===== src/rtl/uart_cmd_ctrl.sv =====
// Command controller: parses ASCII 'P'/'D'/'?' commands from the UART RX stream, drives the
// pattern select (applied on frame boundaries) and display byte, and replies one byte via TX.
module uart_cmd_ctrl #(
   parameter int unsigned TIMEOUT_CLKS  = 2500000,
   parameter logic [3:0]  RESET_PATTERN = 4'h0
) (
   input  logic       i_Clk,
   input  logic       i_Reset,
   input  logic       i_RX_DV,
   input  logic [7:0] i_RX_Byte,
   input  logic       i_Frame_Start,
   input  logic       i_TX_Active,
   input  logic       i_TX_Done,
   output logic       o_TX_DV,
   output logic [7:0] o_TX_Byte,
   output logic [3:0] o_Pattern,
   output logic [7:0] o_Display_Byte,
   output logic       o_Busy,
   output logic       o_Err
);

   localparam logic [7:0] ChP     = 8'h50;
   localparam logic [7:0] ChD     = 8'h44;
   localparam logic [7:0] ChQuery = 8'h3F;
   localparam logic [7:0] ChCr    = 8'h0D;
   localparam logic [7:0] ChLf    = 8'h0A;
   localparam logic [7:0] ChK     = 8'h4B;
   localparam logic [7:0] ChE     = 8'h45;

   typedef enum logic [2:0] {StIdle, StArg1, StArg2, StResp, StWaitTx} state_e;

   state_e      state_q, state_d;
   logic        cmd_disp_q;
   logic [3:0]  hi_nib_q;
   logic        pend_q;
   logic [3:0]  pend_val_q;
   logic [31:0] cnt_q;

   logic        rx_hex_ok;
   logic [3:0]  rx_nib;
   logic [7:0]  pat_ascii;
   logic        timeout;
   logic        in_arg;
   logic        reply_req;
   logic [7:0]  reply_byte;
   logic        err_now;
   logic        pend_load;
   logic        disp_load;
   logic        hi_load;
   logic        tx_dv_d;

   always_comb begin
      rx_hex_ok = 1'b1;
      rx_nib    = 4'h0;
      if (i_RX_Byte >= 8'h30 && i_RX_Byte <= 8'h39) begin
         rx_nib = i_RX_Byte[3:0];
      end else if ((i_RX_Byte >= 8'h41 && i_RX_Byte <= 8'h46) ||
                   (i_RX_Byte >= 8'h61 && i_RX_Byte <= 8'h66)) begin
         rx_nib = i_RX_Byte[3:0] + 4'd9;
      end else begin
         rx_hex_ok = 1'b0;
      end
   end

   assign pat_ascii = (o_Pattern < 4'd10) ? {4'h3, o_Pattern} : ({4'h0, o_Pattern} + 8'h37);
   assign timeout   = (cnt_q == 32'(TIMEOUT_CLKS - 1));
   assign in_arg    = (state_q == StArg1) || (state_q == StArg2);

   always_comb begin
      state_d    = state_q;
      reply_req  = 1'b0;
      reply_byte = ChK;
      err_now    = 1'b0;
      pend_load  = 1'b0;
      disp_load  = 1'b0;
      hi_load    = 1'b0;
      case (state_q)
         StIdle: begin
            if (i_RX_DV) begin
               if (i_RX_Byte == ChP || i_RX_Byte == ChD) begin
                  state_d = StArg1;
               end else if (i_RX_Byte == ChQuery) begin
                  reply_req  = 1'b1;
                  reply_byte = pat_ascii;
               end else if (i_RX_Byte != ChCr && i_RX_Byte != ChLf) begin
                  reply_req  = 1'b1;
                  reply_byte = ChE;
                  err_now    = 1'b1;
               end
            end
         end
         StArg1, StArg2: begin
            // A byte arriving in the timeout cycle takes priority over the abort.
            if (i_RX_DV) begin
               if (!rx_hex_ok) begin
                  reply_req  = 1'b1;
                  reply_byte = ChE;
                  err_now    = 1'b1;
               end else if (state_q == StArg2) begin
                  disp_load = 1'b1;
                  reply_req = 1'b1;
               end else if (cmd_disp_q) begin
                  hi_load = 1'b1;
                  state_d = StArg2;
               end else begin
                  pend_load = 1'b1;
                  reply_req = 1'b1;
               end
            end else if (timeout) begin
               reply_req  = 1'b1;
               reply_byte = ChE;
               err_now    = 1'b1;
            end
         end
         StResp: begin
            if (!i_TX_Active) state_d = StWaitTx;
         end
         StWaitTx: begin
            if (i_TX_Done) state_d = StIdle;
         end
         default: state_d = StIdle;
      endcase
      if (reply_req) state_d = i_TX_Active ? StResp : StWaitTx;
   end

   assign tx_dv_d = !i_TX_Active && (reply_req || state_q == StResp);

   always_ff @(posedge i_Clk) begin
      if (i_Reset) begin
         state_q        <= StIdle;
         cmd_disp_q     <= 1'b0;
         hi_nib_q       <= 4'h0;
         pend_q         <= 1'b0;
         pend_val_q     <= 4'h0;
         cnt_q          <= 32'd0;
         o_TX_DV        <= 1'b0;
         o_TX_Byte      <= 8'h00;
         o_Pattern      <= RESET_PATTERN;
         o_Display_Byte <= 8'h00;
         o_Busy         <= 1'b0;
         o_Err          <= 1'b0;
      end else begin
         state_q <= state_d;
         o_Busy  <= (state_d != StIdle);
         o_Err   <= err_now;
         o_TX_DV <= tx_dv_d;
         cnt_q   <= (in_arg && !i_RX_DV) ? cnt_q + 32'd1 : 32'd0;
         if (reply_req) o_TX_Byte <= reply_byte;
         if (state_q == StIdle && i_RX_DV) cmd_disp_q <= (i_RX_Byte == ChD);
         if (hi_load) hi_nib_q <= rx_nib;
         if (disp_load) o_Display_Byte <= {hi_nib_q, rx_nib};
         // A load coinciding with a frame start waits for the next frame.
         if (pend_load) begin
            pend_val_q <= rx_nib;
            pend_q     <= 1'b1;
         end else if (i_Frame_Start && pend_q) begin
            o_Pattern <= pend_val_q;
            pend_q    <= 1'b0;
         end
      end
   end

endmodule

===== config.mk =====
export PLATFORM = sky130hd
export DESIGN_NAME = uart_cmd_ctrl
export DESIGN_NICKNAME = d
export VERILOG_FILES = /design/src/rtl/uart_cmd_ctrl.sv
export SDC_FILE = /design/constraint.sdc
export NUM_CORES = 1
export LEC_CHECK = 0
export BUFFER_PORTS_ARGS = -buffer_cell sky130_fd_sc_hd__buf_2
export CELL_PAD_IN_SITES_DETAIL_PLACEMENT = 1
export CELL_PAD_IN_SITES_GLOBAL_PLACEMENT = 1
export CORE_AREA = 5 5 94 96
export CTS_CLUSTER_SIZE = 16
export DETAILED_ROUTE_END_ITERATION = 8
export DIE_AREA = 0 0 99 101
export PLACE_DENSITY_LB_ADDON = 0.25
export REMOVE_ABC_BUFFERS = 1
export SYNTH_ARGS = -nofsm -noshare
export SYNTH_HDL_FRONTEND = slang
export SYNTH_SLANG_ARGS = --single-unit

===== constraint.sdc =====
create_clock -name i_Clk -period 2.7 [get_ports i_Clk]
set_clock_uncertainty 0.2 [all_clocks]
set_input_delay 0.27 -clock i_Clk [delete_from_list [all_inputs] [get_ports i_Clk]]
set_output_delay 0.27 -clock i_Clk [all_outputs]
set_load 0.02 [all_outputs]

Word level (Yosys, flattened, before mapping)
Cells that the tools add are included.

Word-level logic and storage cells: 109. Register bits: 68. Output and inout port bits: 23.

Reduce and logical (&&, ||, !) cells: 20. Mux-type cells: 55. Add/subtract/negate cells: 3. Equality and inequality tests: 10. $lt $le $gt $ge: 7. Bitwise operators: 2.

Operators by type and width (number): adder 32 x 1 -> 32 bit (second input constant) (1); == test 32 x 22 -> 1 bit (second input constant) (1); 2-to-1 mux 1 bit (31); 2-to-1 mux 3 bit (10); 2-to-1 mux 7 bit (4); 2-to-1 mux 4 bit (5); == test 8 x 7 -> 1 bit (second input constant) (2); >= comparator 8 x 7 -> 1 bit (second input constant) (2); less-or-equal comparator 8 x 7 -> 1 bit (second input constant) (2); != test 8 x 4 -> 1 bit (second input constant) (2); one-hot mux 8 bit (2 select lines) (1); one-hot mux 3 bit (4 select lines) (1); == test 8 x 6 -> 1 bit (second input constant) (1); >= comparator 8 x 6 -> 1 bit (second input constant) (1); less-or-equal comparator 8 x 6 -> 1 bit (second input constant) (1); logical AND 1 bit (8); 2-to-1 mux 8 bit (1); adder 4 x 6 -> 7 bit (second input constant) (1); == test 3 x 2 -> 1 bit (second input constant) (2); adder 4 bit (second input constant) (1); logical OR 1 bit (4); < comparator 4 bit (second input constant) (1); one-hot mux 1 bit (2 select lines) (2); OR reduction 2 bit (2); 8 further kinds (10).

Logic depth before layout (Yosys ltp)
Word-level depth: 10. Depth in mapped cells: 9. Mapped depth without buffers: 8.

Worst setup path before layout
OpenSTA, ideal clock, no wires.

Path type: in2reg. Start: in i_RX_Byte[0]. End: reg o_Pattern[3]. Data arrival time: 1.933 ns. Stages on the path: 9. Path buffers: 1. Path slack: 0.440 ns. Data required time: 2.372 ns. Cells stage by stage: inv_1 ha_1 o21ba_2 o21a_1 o2111a_1 buf_2 nor2_1 mux2i_1 nor2_1.

Word-level cells in the longest chain between the ends: 10.

RTL lines: start: declaration (line 10) `input logic [7:0] i_RX_Byte,`; >= comparator 8 x 7 -> 1 bit (tied with other cells) (line 57) `end else if ((i_RX_Byte >= 8'h41 && i_RX_Byte <= 8'h46) ||`; logical AND 1 bit (on tied branches) (line 57, 58); logical OR 1 bit (line 57); 2-to-1 mux 1 bit (line 57); 2-to-1 mux 1 bit (*) (line 55) `if (i_RX_Byte >= 8'h30 && i_RX_Byte <= 8'h39) begin`; 2-to-1 mux 1 bit (*) (line 95) `if (!rx_hex_ok) begin`; 2-to-1 mux 1 bit (*) (line 94) `if (i_RX_DV) begin`; 2-to-1 mux 1 bit (*) (line 77) `case (state_q)`; inverter 1 bit (no line) (*); AND reduction 2 bit (no line) (*); end signal: assignment (line 157) `o_Pattern <= pend_val_q;`; end: declaration (line 16) `output logic [3:0] o_Pattern,`.

Mark *: on every way between the ends. The rest lies on a longest branch, timed or not. A chain may end at the register's enable or synchronous reset.

Worst setup path after layout
Start: reg cnt_q[0]. End: reg cnt_q[22].

Word-level cells in the longest chain between the ends: 1.

RTL lines: start: declaration (line 37) `logic [31:0] cnt_q;`; start signal: assignment (line 147) `cnt_q <= (in_arg && !i_RX_DV) ? cnt_q + 32'd1 : 32'd0;`; adder 32 x 1 -> 32 bit (line 147).

No other way between the ends.

==> summary.txt <==
Run status
  – Status: completed

STA
  – Final setup vio count: 0
  – Worst slew pin tran: 0.607 ns
  – RSZ-0062 raised after global routing: false
  – Final min period: 2.39 ns
  – Final hold vios: 0
  – Total Negative Setup Slacks: 0 ns
  – Final Max Tran Viols: 0
  – Rel. slew slack: 0.595
  – Hold_ws: 0.0338 ns
  – F_max: 419 MHz
  – Final Cycle Share: 0.884

Yosys
  – YS warnings: 0
  – Post-synth cell types: 57
  – Synthesized flop and latch total: 67
  – Area contributors post-synth: dfxtp_1, nor2_1, xor2_1
  – Avg Cell Area, Syn: 8.65 sq um
  – Post-synthesis adder-cell area fraction: 0.0225
  – Area share of the largest cell type after synthesis: 0.403
  – Post-synthesis instance area: 3330 sq um
  – Synth Area in Simple Gates: 0.275
  – Area leader, netlist: dfxtp_1
  – XOR/XNOR Fraction of Synth Area: 0.0841
  – Top_reg_cell synth: dfxtp_1
  – Most frequent cell after synthesis: dfxtp_1
  – Sequential fraction of the synthesis area: 0.403
  – Cell count after synthesis: 385
  – Post-synthesis compound-gate area fraction: 0.135
  – EDFF count, synth: 0
  – Multiplexer share of the synthesized area: 0.0451
  – Synth top cells by count: dfxtp_1, nor2_1, nand2_1
  – Largest family of logic cells by synthesized area: simple AND/OR/NAND/NOR gates
  – Async S/R FF share, synth: 0

Worst setup path
  – Critical path's largest stage delay: 0.37 ns
  – Critical path launch point type: flop
  – Endpoint type of the worst setup path: flop
  – Most used cell, CP: buf_4
  – Worst EP required: 2.75 ns
  – Slowest stage cell on the critical path: dfxtp_1
  – Setup Crit Path Kind: reg2reg
  – Arrival @ worst endpoint: 2.44 ns
  – Crit path max fanout: 7
  – Crit-path cells: ha_1 > and4_1 > nor4b_1 > buf_4 > nand4_1 > buf_4 > or3_1 > a21oi_1
  – R2r setup slk: 0.31 ns

Floorplanning
  – Die area: 10000 sq um
  – Die outline height: 101 um
  – # IOs: 37
  – Core ar.: 7970 sq um
  – Site Rows: 33
  – Starting density of the core: 0.418
  – Die X: 99 um

Clocking
  – CTS tree: built
  – Clock latency on the worst-skew pair: 0.33 ns
  – Bufs on Longest Clock Path: 2
  – Clk slew on worst S/H paths: 0.07 ns
  – Num Clock Sinks: 67
  – Root Driver: clkbuf_8
  – H-tree depth: 3
  – CTS Buf Count: 9

Global route
  – First-pass GRT wire length: 14.2 mm
  – Vias in the first global route: 3027
  – Antenna violations before repair: 0
  – GRT Residual Overflow: 0
  – Pin count of the biggest net entering global routing: 33
  – Global Route Usage Sum: 0.173

Detailed routing
  – Post-route ant nets: 0
  – 1st-iter DRT viols: 39
  – # DRC: 0
  – DR vias/cell: 5.45
  – Pre-Repair DR Iteration Count: 4
  – Total Wirelength: 8.36 mm
  – Via count: 2925
  – Routed WL per cell: 15.6 um

Cells and area
  – Nets: 448
  – Share of cells above drive strength 1: 0.169
  – Area Growth Syn to Fin: 15.1%
  – Antenna Diode Count: 0

Placement
  – Post-detail-place hpwl: 6.36 mm
  – Routability Congestion: 0.918
  – Port bufs: 35

Job
  – # Max-Cap Violations: 0

Power and ir drop
  – Power per Cell Area: 537 nW/um^2
  – Leak Pwr: 1.40 nW
  – Tot Pwr: 0.00206 W
  – Maximum vdd drop: 0.269 mV

Min path
  – Hold Path Class: in2reg
[stage by stage]
stage	cell area, sq um	util	std cells	worst slack, ns
floorplan	3270	-	372	0.446
CTS	3830	0.481	537	0.224
global placement	3650	0.459	522	0.174
global route	3830	0.481	537	0.158
detailed placement	3650	0.459	522	0.0997
finish	3830	0.481	537	0.315
[final timing paths]
kind / end / startpoint / cells after the start
min reg2reg: cnt_q[0]$_SDFF_PP0_ / cnt_q[0]$_SDFF_PP0_ / 1
max reg2reg: cnt_q[22]$_SDFF_PP0_ / cnt_q[0]$_SDFF_PP0_ / 8
max: cnt_q[22]$_SDFF_PP0_ / cnt_q[0]$_SDFF_PP0_ / 8
min: state_q[0]$_SDFF_PP0_ / i_TX_Active / 3
[critical path: cells and delay by family (launching register included)]
family,cells,cell delay [ns]
AO/OA/AOI/OAI,1,0.17
adder cells (fa/ha/maj),1,0.22
buffers and inverters,2,0.38
flip-flops,1,0.37
AND/OR/NAND/NOR,4,0.97
[cell usage in the layout (no fill, tap or decap), types with 13 or more instances in the layout]
master / synthesis / routed
nor2_1: 63 / 63
mux2i_1: 15 / 15
nand3_1: 19 / 19
xnor2_1: 13 / 13
nand2_1: 26 / 26
inv_1: 15 / 15
buf_2: 4 / 35
nor3_1: 13 / 13
a21oi_1: 16 / 16
dfxtp_1: 67 / 67
xor2_1: 19 / 19
[metal layers]
layer	track usage	up-vias	routed length, um
li1	-	1442	-
met3	0.0394	11	333
met2	0.324	52	4320
met1	0.194	1420	3590
met5	0	-	0
met4	0.0525	0	118
[cell type report]
class / count / area [sq um]
Clock buffer: 13 / 169
Clock inverter: 2 / 10.0
Fill cell: 976 / 4140
Inverter: 15 / 56.3
Multi-Input combinational cell: 290 / 1880
Sequential cell: 67 / 1340
Tap cell: 105 / 131
Timing Repair Buffer: 45 / 250
[report_power, final]
part           internal [W]  total (W)  switching, W
clock network      0.000401   0.000745      0.000344
registers           0.00102    0.00104     0.0000207
logic             0.0000989   0.000276      0.000177
[logic make-up after synthesis]
family	after synthesis
AOI/OAI and AO/OA	62
xor gates and xnor gates	32
other	1
and+or+nand+nor	174
buffers and inverters	28
adders and majority gates	6
muxes	15
DFF	67
[repair_timing]
| action | 4_1_cts | 5_1_grt |
|---|---|---|
| hold endpoints to repair | 0 | 0 |
| endpoints found under the setup margin | 0 | 1 |
| resized for setup | 0 | 1 |
| hold buffers | 0 | 0 |
| buffers inserted | 0 | 0 |
[registers in the layout, summed over array words and instances, names as in the netlist]
register	cells
cmd_disp_q	1
hi_nib_q	4
pend_val_q	4
cnt_q	32
pend_q	1
o_Busy	1
o_Pattern	4
o_TX_Byte	7
o_Display_Byte	8
state_q	3
o_Err	1
o_TX_DV	1
Note: power is estimated with default switching activity, not from simulation.
